**src/rtl/obi_manager_be.sv**
```systemverilog
// -----------------------------------------------------------------------------
// obi_manager_be
// OBI manager with byte-enable support. Bridges a local cmd/rsp port onto the
// OBI A (request) and R (response) channels of a byte-enabled subordinate.
// Byte enables and lane-shifted write data come from size + address offset.
// Read data is right-aligned and sign/zero-extended using per-transaction
// metadata that is queued at grant time. Up to MAX_OUTSTANDING granted
// transactions may be awaiting a response.
//
// Ports
//   clk_i, reset_ni                  clock, asynchronous active-low reset
//   cmd_valid_i / cmd_ready_o        local command handshake
//   cmd_addr_i, cmd_we_i             byte address, write enable
//   cmd_size_i                       0=byte 1=half 2=word 3=illegal
//   cmd_signed_i                     read: sign-extend (1) / zero-extend (0)
//   cmd_wdata_i                      LSB-aligned write data
//   rsp_valid_o / rsp_ready_i        local response handshake
//   rsp_rdata_o, rsp_err_o           aligned read data, error flag
//   obi_req_o / obi_gnt_i            OBI A-channel handshake
//   obi_addr_o, obi_we_o             OBI address, write enable
//   obi_be_o, obi_wdata_o            OBI byte enables, lane-positioned data
//   obi_rvalid_i / obi_rready_o      OBI R-channel handshake
//   obi_rdata_i, obi_err_i           OBI read data, subordinate error
// -----------------------------------------------------------------------------
module obi_manager_be #(
   parameter int unsigned ADDR_WIDTH      = 32,
   parameter int unsigned DATA_WIDTH      = 32,
   parameter int unsigned MAX_OUTSTANDING = 2
) (
   input  logic                  clk_i,
   input  logic                  reset_ni,
   input  logic                  cmd_valid_i,
   output logic                  cmd_ready_o,
   input  logic [ADDR_WIDTH-1:0] cmd_addr_i,
   input  logic                  cmd_we_i,
   input  logic [1:0]            cmd_size_i,
   input  logic                  cmd_signed_i,
   input  logic [DATA_WIDTH-1:0] cmd_wdata_i,
   output logic                  rsp_valid_o,
   input  logic                  rsp_ready_i,
   output logic [DATA_WIDTH-1:0] rsp_rdata_o,
   output logic                  rsp_err_o,
   output logic                  obi_req_o,
   input  logic                  obi_gnt_i,
   output logic [ADDR_WIDTH-1:0] obi_addr_o,
   output logic                  obi_we_o,
   output logic [3:0]            obi_be_o,
   output logic [DATA_WIDTH-1:0] obi_wdata_o,
   input  logic                  obi_rvalid_i,
   output logic                  obi_rready_o,
   input  logic [DATA_WIDTH-1:0] obi_rdata_i,
   input  logic                  obi_err_i
);

   localparam int unsigned CNT_W = $clog2(MAX_OUTSTANDING + 1);
   localparam int unsigned PTR_W = (MAX_OUTSTANDING > 1) ? $clog2(MAX_OUTSTANDING) : 1;
   localparam logic [CNT_W-1:0] MAX_CNT  = CNT_W'(MAX_OUTSTANDING);
   localparam logic [PTR_W-1:0] LAST_PTR = PTR_W'(MAX_OUTSTANDING - 1);

   typedef enum logic [1:0] {
      A_RESET,
      A_IDLE,
      A_REQ,
      A_ERR
   } state_t;

   // Everything the R path needs to post-process one response.
   typedef struct packed {
      logic [1:0] off;
      logic [1:0] size;
      logic       sgn;
      logic       we;
   } meta_t;

   state_t                r_state;
   logic                  r_req;
   logic [ADDR_WIDTH-1:0] r_addr;
   logic                  r_we;
   logic [3:0]            r_be;
   logic [DATA_WIDTH-1:0] r_wdata;
   logic [1:0]            r_size;
   logic                  r_sgn;

   logic [CNT_W-1:0]      r_count;
   logic [PTR_W-1:0]      r_wptr;
   logic [PTR_W-1:0]      r_rptr;
   meta_t                 r_fifo [MAX_OUTSTANDING];

   logic                  w_misaligned;
   logic [3:0]            w_be;
   logic [4:0]            w_lane_shift;
   logic [DATA_WIDTH-1:0] w_wdata;
   logic                  w_cmd_fire;
   logic                  w_push;
   logic                  w_pop;
   logic                  w_fifo_empty;
   meta_t                 w_head;
   logic [DATA_WIDTH-1:0] w_rshift;
   logic [DATA_WIDTH-1:0] w_rdata;

   // ---------------------------------------------------------------- A path
   always_comb begin
      w_misaligned = 1'b0;
      case (cmd_size_i)
         2'd0:    w_misaligned = 1'b0;
         2'd1:    w_misaligned = cmd_addr_i[0];
         2'd2:    w_misaligned = |cmd_addr_i[1:0];
         default: w_misaligned = 1'b1;
      endcase
   end

   always_comb begin
      w_be = 4'b1111;
      case (cmd_size_i)
         2'd0:    w_be = 4'b0001 << cmd_addr_i[1:0];
         2'd1:    w_be = 4'b0011 << cmd_addr_i[1:0];
         default: w_be = 4'b1111;
      endcase
   end

   assign w_lane_shift = {cmd_addr_i[1:0], 3'b000};
   assign w_wdata      = cmd_we_i ? (cmd_wdata_i << w_lane_shift) : '0;

   // A local error is only accepted with nothing in flight so that its
   // response cannot overtake an earlier OBI response.
   assign cmd_ready_o = (r_state == A_IDLE) && (r_count < MAX_CNT) &&
                        (!w_misaligned || (r_count == '0));
   assign w_cmd_fire  = cmd_valid_i && cmd_ready_o;
   assign w_push      = r_req && obi_gnt_i;

   always_ff @(posedge clk_i or negedge reset_ni) begin
      if (!reset_ni) begin
         r_state <= A_RESET;
         r_req   <= 1'b0;
         r_addr  <= '0;
         r_we    <= 1'b0;
         r_be    <= '0;
         r_wdata <= '0;
         r_size  <= '0;
         r_sgn   <= 1'b0;
      end else begin
         case (r_state)
            A_RESET: r_state <= A_IDLE;
            A_IDLE: begin
               if (w_cmd_fire) begin
                  if (w_misaligned) begin
                     r_state <= A_ERR;
                  end else begin
                     r_state <= A_REQ;
                     r_req   <= 1'b1;
                     r_addr  <= cmd_addr_i;
                     r_we    <= cmd_we_i;
                     r_be    <= w_be;
                     r_wdata <= w_wdata;
                     r_size  <= cmd_size_i;
                     r_sgn   <= cmd_signed_i;
                  end
               end
            end
            A_REQ: begin
               if (obi_gnt_i) begin
                  r_state <= A_IDLE;
                  r_req   <= 1'b0;
               end
            end
            A_ERR: begin
               if (rsp_ready_i) r_state <= A_IDLE;
            end
            default: r_state <= A_IDLE;
         endcase
      end
   end

   assign obi_req_o   = r_req;
   assign obi_addr_o  = r_addr;
   assign obi_we_o    = r_we;
   assign obi_be_o    = r_be;
   assign obi_wdata_o = r_wdata;

   // ------------------------------------------------------ outstanding FIFO
   assign w_fifo_empty = (r_count == '0);
   assign obi_rready_o = rsp_ready_i && (r_state != A_ERR) && (r_state != A_RESET);
   // A response with nothing outstanding is acknowledged but never pops.
   assign w_pop        = obi_rvalid_i && obi_rready_o && !w_fifo_empty;

   always_ff @(posedge clk_i or negedge reset_ni) begin
      if (!reset_ni) begin
         r_count <= '0;
         r_wptr  <= '0;
         r_rptr  <= '0;
      end else begin
         if (w_push) r_wptr <= (r_wptr == LAST_PTR) ? '0 : r_wptr + PTR_W'(1);
         if (w_pop)  r_rptr <= (r_rptr == LAST_PTR) ? '0 : r_rptr + PTR_W'(1);
         if (w_push && !w_pop)      r_count <= r_count + CNT_W'(1);
         else if (w_pop && !w_push) r_count <= r_count - CNT_W'(1);
      end
   end

   always_ff @(posedge clk_i) begin
      if (w_push) r_fifo[r_wptr] <= '{off: r_addr[1:0], size: r_size, sgn: r_sgn, we: r_we};
   end

   // ---------------------------------------------------------------- R path
   assign w_head   = r_fifo[r_rptr];
   assign w_rshift = obi_rdata_i >> {w_head.off, 3'b000};

   always_comb begin
      w_rdata = '0;
      if (!w_fifo_empty && !w_head.we) begin
         case (w_head.size)
            2'd0:    w_rdata = {{(DATA_WIDTH-8){w_head.sgn & w_rshift[7]}}, w_rshift[7:0]};
            2'd1:    w_rdata = {{(DATA_WIDTH-16){w_head.sgn & w_rshift[15]}}, w_rshift[15:0]};
            default: w_rdata = w_rshift;
         endcase
      end
   end

   assign rsp_valid_o = (r_state == A_ERR) || (obi_rvalid_i && (r_state != A_RESET));
   assign rsp_err_o   = (r_state == A_ERR) ? 1'b1 : obi_err_i;
   assign rsp_rdata_o = (r_state == A_ERR) ? '0 : w_rdata;

   // ------------------------------------------------------------ properties
   a_rvalid_needs_outstanding: assert property (
      @(posedge clk_i) disable iff (!reset_ni) obi_rvalid_i |-> !w_fifo_empty);

   a_count_bounded: assert property (
      @(posedge clk_i) disable iff (!reset_ni) r_count <= MAX_CNT);

   a_req_held_until_gnt: assert property (
      @(posedge clk_i) disable iff (!reset_ni)
      (r_req && !obi_gnt_i) |=> (r_req && $stable(r_addr) && $stable(r_we) &&
                                 $stable(r_be) && $stable(r_wdata)));

endmodule

```
**config.mk**
```make
export PLATFORM = sky130hd
export DESIGN_NAME = obi_manager_be
export DESIGN_NICKNAME = d
export VERILOG_FILES = /design/src/rtl/obi_manager_be.sv
export SDC_FILE = /design/constraint.sdc
export NUM_CORES = 1
export LEC_CHECK = 0
export CORE_AREA = 2 2 90 126
export DETAILED_ROUTE_END_ITERATION = 6
export DIE_AREA = 0 0 92 128
export PLACE_DENSITY = 0.85
export SETUP_SLACK_MARGIN = 0.3
export SLEW_MARGIN = 0
export SYNTH_ARGS = -nofsm -noshare
export SYNTH_HDL_FRONTEND = slang
export SYNTH_SLANG_ARGS = --single-unit
```
**constraint.sdc**
```tcl
create_clock -name clk_i -period 3.45 [get_ports clk_i]
set_input_delay 0.69 -clock clk_i [delete_from_list [all_inputs] [get_ports clk_i]]
set_output_delay 0.69 -clock clk_i [all_outputs]
set_load 0.005 [all_outputs]
```
==> results.ini <==
[layout]
final_common_cell=clkdlybuf4s50_1
area_growth_pct=57.7
nets=813
layout-drive-gt1-share_pct=16.5
finalInstanceArea_mm2=0.00753
antenna_cells=0
final_cell_mix=clkdlybuf4s50_1 (183), nand2_1 (124), dfrtp_1 (78), o21ai_0 (44), mux2_2 (43)

[worst_setup_path]
slowest_stage=clkdlybuf4s50_1
end_kind=output port
critPathKind=reg -> out
cp_cell_sequence=mux2_4, mux2i_4, o22ai_2, buf_6, buf_4, nand2_2, a21oi_1, clkdlybuf4s50_1
path_delay_family=buffers and inverters
cp_max_fo=8
cp.required_ps=2760
crit_buf_inv=3
critPathLaunchType=flop
worstPathArrival_ps=2580
r2r_setup_slack_ps=1600
slowest_delay_ps=530

[sta]
slew_violations=0
setup_viol=0
rsz0062_at_grt=true
slew_headroom_pct=34.1
tns_ps=0
max_freq_ghz=0.305
fin_crit_sh_pct=94.9
final_hold_viol_count=0
worst_slack_ps=176
worst_slew_pin_slew_ps=988
whs_ps=480
skew_ps=10.4
timing.final.crit_period_ps=3270

[synth]
yosysWarnings=0
synth_seq_area_share_pct=49.0
synthesis.area_mm2=0.00477
yosys_most_used_dff=dfrtp_1
synth_cell_types=43
synth_nets=591
synthArstFlopShare_pct=86.8
avgSynthCellArea_um2=9.88
ys_ff_latch=91
synth-edff-count=12
syn_inst=483

[place]
place_area_mm2=0.00706
hpwl_um=11300
place_ws_ps=25.0
place_congestion=0.882
io_buffers=212

[detailed_routing]
drc=0
routed_wl_um=15500
wl_per_cell_um=18.2
drtIter0Drc=191
viasPerCell=5.34
first_pass_iters=4
ant_nets=0
vias=4542

[global_routing]
grt.total_usage_pct=25.7
grt_pass1_vias=4681
grt_overflow=0
grt_max_degree=112
antenna_found_initial=0
grt_pass1_wl_um=23600

[cts]
clock-root-buffer=clkbuf_16
cts_hold_buf=0
cts.sinks=91
cts_buffer_depth=2
path_clk_slew_ps=60
cts_tree=done
clock_latency_ps=340
cts_buffers=9
htreeDepth=3

[pwr]
power_density_mw_per_mm2=753
ir_worst_vdd_mv=0.494
power.leakage_nw=3.43

[die]
start_util_pct=44.6
die_h_um=128
pin_count=213
core_mm2=0.0107
fp.dieArea_mm2=0.0118
chipWidth_um=92
row_count=45

[run_status]
outcome=completed

[job]
cap_viol_max_count=0

[worst_hold_path]
hold_path_class=reg -> reg

[repair_timing]
| item | in CTS | in global routing |
|---|---|---|
| endpoints found under the setup margin | 33 | 32 |
| gates cloned | 0 | 1 |
| resized for setup | 24 | 32 |
| setup buffers | 3 | 10 |
| pin swaps | 2 | 2 |
[cell usage after synthesis, types with 7 or more instances]
library cell,number,area share [%]
nand2_1,126,9.9
dfrtp_1,79,41
o21ai_0,44,4.6
mux2_2,43,10
mux2i_1,35,7.3
a21oi_1,19,2.0
nor2_1,16,1.3
clkbuf_1,14,1.1
edfxtp_1,12,7.5
o211ai_1,9,1.4
o2bb2ai_1,9,1.7
o31ai_1,8,1.3
or2_2,8,1.0
buf_2,7,0.73
[registers in the layout (all words and copies together) (netlist names)]
| name | cells |
|---|---|
| obi_be_o | 4 |
| obi_req_o | 1 |
| obi_addr_o | 32 |
| obi_wdata_o | 32 |
| r_state | 2 |
| r_rptr | 1 |
| obi_we_o | 1 |
| r_wptr | 1 |
| r_size | 2 |
| r_count | 2 |
| r_sgn | 1 |
| r_fifo | 12 |
[worst paths after layout]
check | from | end | cells past startpoint
max | r_rptr | rsp_rdata_o[9] | 8
min | r_size[1] | r_fifo[1][3] | 0
max reg2reg | r_state[0] | r_count[1] | 6
min reg2reg | r_size[1] | r_fifo[1][3] | 0
max in group asynchronous | reset_ni | r_rptr | 1
min in group asynchronous | reset_ni | obi_addr_o[15] | 1
[cell families (layout without fill, tap and decap cells)]
| logic type | Yosys count | count (layout) | share of synthesized area [%] |
|---|---|---|---|
| multiplexers | 81 | 81 | 18.4 |
| AO/OA/AOI/OAI | 104 | 104 | 13.7 |
| XOR/XNOR | 5 | 5 | 0.918 |
| AND/OR/NAND/NOR | 165 | 165 | 14.2 |
| flip-flops | 91 | 91 | 49.0 |
| adder cells (fa/ha/maj) | 2 | 2 | 0.472 |
| buffers and inverters | 35 | 262 | 3.33 |
[per-layer routing]
| layer | vias up | GRT usage (%) | share of wire (%) |
|---|---|---|---|
| met3 | 44 | 9.82 | 9.8 |
| met4 | 0 | 12.9 | 4.6 |
| met2 | 222 | 44.8 | 50 |
| met5 | - | 0 | 0 |
| met1 | 2159 | 26.8 | 36 |
| li1 | 2117 | - | - |
[final cells by class]
cell class / instances / area (um^2)
Inverter: 6 / 22.5
Timing Repair Buffer: 240 / 2360
Clock inverter: 5 / 35.0
Sequential cell: 91 / 2340
Tap cell: 141 / 176
Multi-Input combinational cell: 357 / 2340
Clock buffer: 11 / 254
Fill cell: 748 / 3170
[through the flow]
step	total power [mW]	util, %	cells
after floorplan	3.06	-	483
after global placement	4.55	66.0	821
after detailed placement	4.65	66.0	821
after CTS	5.59	69.1	840
after global routing	6.00	70.4	851
final	5.67	70.4	851
[power breakdown]
part	internal [mW]	switching, mW	total, mW
Clock	0.533	0.407	0.940
Combinational	1.64	1.21	2.84
Sequential	1.58	0.306	1.89
Power figures use the tool's default switching activity.
